==> src/rtl/pipe_addsub_pkg.sv <==
// Shared constants and helpers for the pipelined add/sub unit.
package pipe_addsub_pkg;

    localparam logic MODE_ADD = 1'b0;
    localparam logic MODE_SUB = 1'b1;

    // Upper bound on WIDTH for the saturation constant helpers.
    localparam int unsigned MAX_W = 1024;

    function automatic int unsigned slice_w(input int unsigned width, input int unsigned stages);
        return width / stages;
    endfunction

    function automatic logic [MAX_W-1:0] signed_max(input int unsigned width);
        logic [MAX_W-1:0] r;
        r = '0;
        for (int unsigned i = 0; i < width - 1; i++) r[i] = 1'b1;
        return r;
    endfunction

    function automatic logic [MAX_W-1:0] signed_min(input int unsigned width);
        logic [MAX_W-1:0] r;
        r = '0;
        r[width-1] = 1'b1;
        return r;
    endfunction

endpackage

==> src/rtl/pipe_addsub_slice.sv <==
// Combinational SW-bit adder slice with carry in/out.
module addsub_slice #(
    parameter int unsigned SW = 16
) (
    input  logic [SW-1:0] x,
    input  logic [SW-1:0] y,
    input  logic          cin,
    output logic [SW-1:0] s,
    output logic          cout
);

    assign {cout, s} = {1'b0, x} + {1'b0, y} + {{SW{1'b0}}, cin};

endmodule

==> src/rtl/pipe_addsub.sv <==
// Pipelined WIDTH-bit adder/subtractor, one carry-chain slice per stage,
// valid/ready handshake with global stall, overflow/zero flags, optional saturation.
module pipe_addsub
    import pipe_addsub_pkg::*;
#(
    parameter int unsigned WIDTH  = 64,
    parameter int unsigned STAGES = 4,
    parameter bit          SAT_EN = 1'b0
) (
    input  logic             clk,
    input  logic             rst,
    input  logic             in_valid,
    output logic             in_ready,
    input  logic [WIDTH-1:0] a,
    input  logic [WIDTH-1:0] b,
    input  logic             mode,
    output logic             out_valid,
    input  logic             out_ready,
    output logic [WIDTH-1:0] sum,
    output logic             carry,
    output logic             overflow,
    output logic             zero
);

    localparam int unsigned SW = slice_w(WIDTH, STAGES);
    localparam logic [MAX_W-1:0] L_SMAX_X = signed_max(WIDTH);
    localparam logic [MAX_W-1:0] L_SMIN_X = signed_min(WIDTH);

    if ((STAGES == 0) || ((WIDTH % STAGES) != 0)) begin : g_bad_cfg
        $error("pipe_addsub: WIDTH must be a non-zero multiple of STAGES");
    end

    logic [WIDTH-1:0] w_smax;
    logic [WIDTH-1:0] w_smin;
    logic             w_adv;

    logic             r_out_vld;
    logic [WIDTH-1:0] r_sum;
    logic             r_carry;
    logic             r_ovf;
    logic             r_zero;

    // Stage-k inputs. w_ar packs finished result slices below k*SW and the
    // still-unadded A slices above; w_b holds B' shifted so slice k sits at bit 0.
    logic [WIDTH-1:0] w_ar  [STAGES];
    logic [WIDTH-1:0] w_b   [STAGES];
    logic             w_cin [STAGES];
    logic             w_vld [STAGES];

    assign w_smax    = L_SMAX_X[WIDTH-1:0];
    assign w_smin    = L_SMIN_X[WIDTH-1:0];
    assign w_adv     = !r_out_vld || out_ready;
    assign in_ready  = w_adv;

    assign out_valid = r_out_vld;
    assign sum       = r_sum;
    assign carry     = r_carry;
    assign overflow  = r_ovf;
    assign zero      = r_zero;

    assign w_ar[0]  = a;
    assign w_b[0]   = (mode == MODE_SUB) ? ~b : b;
    assign w_cin[0] = mode;
    assign w_vld[0] = in_valid;

    for (genvar k = 0; k < STAGES; k++) begin : g_st
        logic [SW-1:0]    w_s;
        logic             w_co;
        logic [WIDTH-1:0] w_arn;

        addsub_slice #(.SW(SW)) u_slice (
            .x    (w_ar[k][k*SW +: SW]),
            .y    (w_b[k][SW-1:0]),
            .cin  (w_cin[k]),
            .s    (w_s),
            .cout (w_co)
        );

        always_comb begin
            w_arn               = w_ar[k];
            w_arn[k*SW +: SW]   = w_s;
        end

        if (k < STAGES - 1) begin : g_mid
            logic [WIDTH-1:0] r_ar;
            logic [WIDTH-1:0] r_b;
            logic             r_cy;
            logic             r_vld;

            always_ff @(posedge clk) begin
                if (rst) begin
                    r_vld <= 1'b0;
                    r_ar  <= '0;
                    r_b   <= '0;
                    r_cy  <= 1'b0;
                end else if (w_adv) begin
                    r_vld <= w_vld[k];
                    r_ar  <= w_arn;
                    r_b   <= w_b[k] >> SW;
                    r_cy  <= w_co;
                end
            end

            assign w_ar[k+1]  = r_ar;
            assign w_b[k+1]   = r_b;
            assign w_cin[k+1] = r_cy;
            assign w_vld[k+1] = r_vld;
        end else begin : g_last
            logic             w_sa;
            logic             w_sb;
            logic             w_ovf;
            logic [WIDTH-1:0] w_fin;

            assign w_sa  = w_ar[k][WIDTH-1];
            assign w_sb  = w_b[k][SW-1];
            assign w_ovf = (w_sa == w_sb) && (w_arn[WIDTH-1] != w_sa);
            assign w_fin = (SAT_EN && w_ovf) ? (w_sa ? w_smin : w_smax) : w_arn;

            // Result registers load only with a valid op so bubbles leave flags untouched.
            always_ff @(posedge clk) begin
                if (rst) begin
                    r_out_vld <= 1'b0;
                    r_sum     <= '0;
                    r_carry   <= 1'b0;
                    r_ovf     <= 1'b0;
                    r_zero    <= 1'b0;
                end else if (w_adv) begin
                    r_out_vld <= w_vld[k];
                    if (w_vld[k]) begin
                        r_sum   <= w_fin;
                        r_carry <= w_co;
                        r_ovf   <= w_ovf;
                        r_zero  <= (w_fin == '0);
                    end
                end
            end
        end
    end

endmodule

==> config.mk <==
export PLATFORM = sky130hd
export DESIGN_NAME = pipe_addsub
export DESIGN_NICKNAME = d
export VERILOG_FILES = /design/src/rtl/pipe_addsub_pkg.sv /design/src/rtl/pipe_addsub_slice.sv /design/src/rtl/pipe_addsub.sv
export SDC_FILE = /design/constraint.sdc
export NUM_CORES = 1
export LEC_CHECK = 0
export CORE_MARGIN = 4
export CORE_UTILIZATION = 40
export CTS_BUF_LIST = sky130_fd_sc_hd__clkbuf_2
export DETAILED_ROUTE_END_ITERATION = 16
export PLACE_DENSITY_LB_ADDON = 0.05
export SYNTH_ARGS = -nofsm -noshare
export SYNTH_HDL_FRONTEND = slang
export SYNTH_SLANG_ARGS = --single-unit
==> constraint.sdc <==
create_clock -name clk -period 5.25 [get_ports clk]
set_input_delay 1.3125 -clock clk [delete_from_list [all_inputs] [get_ports clk]]
set_output_delay 1.3125 -clock clk [all_outputs]
set_load 0.005 [all_outputs]
==> metrics <==
HP Class=register to register; Syn Area/Cell=8.03 um2; Avg WL per Cell=14.7 um; Setup Slack @ Placement=0.830 ns; fmax=255 MHz; CP top delay family=buffers and inverters; Netlist cell types=69; delay of the slowest cell on the worst path=0.54 ns; final count of hold timing violations=0; Layout area overhead=20.1%; vias in the first global route=12900; I/O pin cnt=202; CP Class=input pin to output port; Initial Util=40.6%; Resize count post-CTS=0; Placed Area=0.0180 mm2; Yosys warnings=0; GRT Residual Overflow=0; Worst Max-Slew Pin Slew=1.06 ns; H-tree depth=3; unrepaired setup endpoints after global routing=false; Crit path arrival time=2.61 ns; core area=0.0387 mm2; Post-Route Setup TNS=0 ns; post-route worst setup slack=1.33 ns; crit end category=output port; Post-Syn Instances=1959; first-pass GRT wire length=64700 um; area of the die=0.0426 mm2; final setup fails=0; crit-path cells=clkdlybuf4s50_1 > nor2b_4 > inv_8 > clkdlybuf4s50_1; Post-synth EDFFs=0; syn nets=2159; post-route cell area=0.0189 mm2; routed via count=13500; CP bufs+invs=3; Worst-path clk slew=0.09 ns; hold bufs inserted after CTS=0; Total Power=5.76 mW; Buffers on Ports=201; HPWL after detailed placement=26600 um; post-route insts no fill=2726; # fillers=4025; largest net degree at the start of global routing=213; clock root buffer=clkbuf_2; cell area after synthesis=0.0157 mm2; top cells by area, synth=dfxtp_1 (46%), nand2_1 (14%), a21oi_1 (10%); Async SR Flop Fraction=0%; 1st-pass router iterations=5; Core Util, Final=48.8%; Site Rows=72; clock skew=0.0505 ns; initial antenna violation count=2; clk sinks=362; #FFs+latches synth=362; Leakage=7.51 nW; CP most frequent cell=clkdlybuf4s50_1; CP Launch Type=input pin; drt total wl=40100 um; cts bufs inserted=96; fin crit period=3.92 ns; ANT nets after route=0; DP Cell Count=2559; layout cells sized above 1=8.48%; DR iter-0 viols=539; post-synthesis sequential area ratio=46.1%; DR vias/cell=4.93; gp weighted congestion=0.804; die height=206 um; Setup Fix Bufs, Post-CTS=0; final cycle utilization of the critical path=74.7%; PD cells=305 mW/mm2; max_slew headroom=29.4%; Worst EP required=3.94 ns; Primary FF master, synth=dfxtp_1; MaxCap Viol Count=0; max-slew violation count=0; worst-skew pair later-pin latency=0.97 ns; share of Yosys cell area claimed by the top area cell type=46.1%; Die X=206 um; Post-route DRC=0; Synth area leader=dfxtp_1; Total GRT Usage=18.5%; Peak VDD IR=169 uV; outcome=complete, no violations; nets=2339; Clock Tree Buf Depth=3; worst-path fanout max=36; Hold WS=0.434 ns; Max stage delay cell, worst path=clkdlybuf4s50_1; TritonCTS clock tree=built
[routing by layer]
| layer | global-route usage, % | vias to the layer above | share of wire, % |
|---|---|---|---|
| met5 | 0 | - | 0 |
| met2 | 30.2 | 219 | 47 |
| met1 | 23.9 | 6103 | 46 |
| met3 | 4.33 | 76 | 4.2 |
| met4 | 6.70 | 0 | 2.7 |
| li1 | - | 7052 | - |
[cells in the mapped netlist (all sizes together) (4+ instances only)]
library cell and count:
a31o 4, o21a 5, nand4 4, a31oi 6
o211ai 4, nor3 19, or3 12, nand3b 5
a21o 16, o31a 4, and3 13, nor4 16
nand3 13, fa 7, buf 11, a211oi 67
nor2 105, o21bai 5, a21oi 326, nand2 571
ha 60, o21ai 26, clkbuf 117, a2111oi 4
xor2 25, nand2b 7, xnor2 74, inv 22
dfxtp 362, a211o 5, or2 5
[power breakdown]
part	internal [mW]	leakage, nW	switching [mW]
clock network	0.885	0.683	1.12
registers	2.91	2.97	0.0982
logic	0.364	3.85	0.383
total	4.16	7.51	1.60
[final cells by class]
type / instances / area [um2] / area share [%]
antenna: 2 / 5.00 / 0.0265
clock buffer: 149 / 746 / 3.95
clock inverter: 16 / 143 / 0.755
inverter: 23 / 95.1 / 0.503
multi-input combinational: 1446 / 7910 / 41.9
sequential: 362 / 7250 / 38.3
tap: 518 / 648 / 3.43
timing repair buffer: 210 / 2110 / 11.1
[final timing paths]
| check | startpoint | endpoint | slack (ns) | cells after the start |
|---|---|---|---|---|
| setup / recovery | out_ready | in_ready | 1.33 | 4 |
| hold / removal | g_st[1].g_mid.r_ar[24]$_SDFFE_PP0N_ | g_st[2].g_mid.r_ar[24]$_SDFFE_PP0N_ | 0.43 | 2 |
| setup reg to reg | g_st[2].g_mid.r_ar[48]$_SDFFE_PP0N_ | zero$_SDFFE_PP0P_ | 1.85 | 9 |
| hold reg to reg | g_st[1].g_mid.r_ar[24]$_SDFFE_PP0N_ | g_st[2].g_mid.r_ar[24]$_SDFFE_PP0N_ | 0.43 | 2 |
[kinds of logic after synthesis]
kind of cell,share of synthesized area (%)
and+or+nand+nor,20.7
AOI/OAI and AO/OA,18.2
DFF,46.1
buffers and inverters,3.74
xor gates and xnor gates,5.63
adders and majority gates,5.66
muxes,0.0716
[tightest hold or removal path: stages, from the launching register on]
cell and delay [ns]:
dfxtp_1 0.31, nand2_1 0.05, a21oi_1 0.05
[sequential cells by signal, summed over array words and instances (netlist names)]
name / count
sum: 64
overflow: 1
g_st.g_mid.r_b: 96
zero: 1
g_st.g_mid.r_cy: 3
g_st.g_mid.r_ar: 192
out_valid: 1
carry: 1
g_st.g_mid.r_vld: 3
[cells in the final DEF (no fill, tap or decap), drive strengths merged, types with 7 or more instances in the layout]
master and instances:
o21ai 26, clkinv 12, and3 13, xor2 25, or3 12, nor3 19, a21oi 326, clkdlybuf4s50 199
clkbuf 149, a21o 16, buf 11, nand2b 7, nor2 105, fa 7, ha 60, nand3 13
dfxtp 362, nand2 571, nor4 16, xnor2 74, inv 23, a211oi 67
Note: power is estimated with default switching activity, not from simulation.
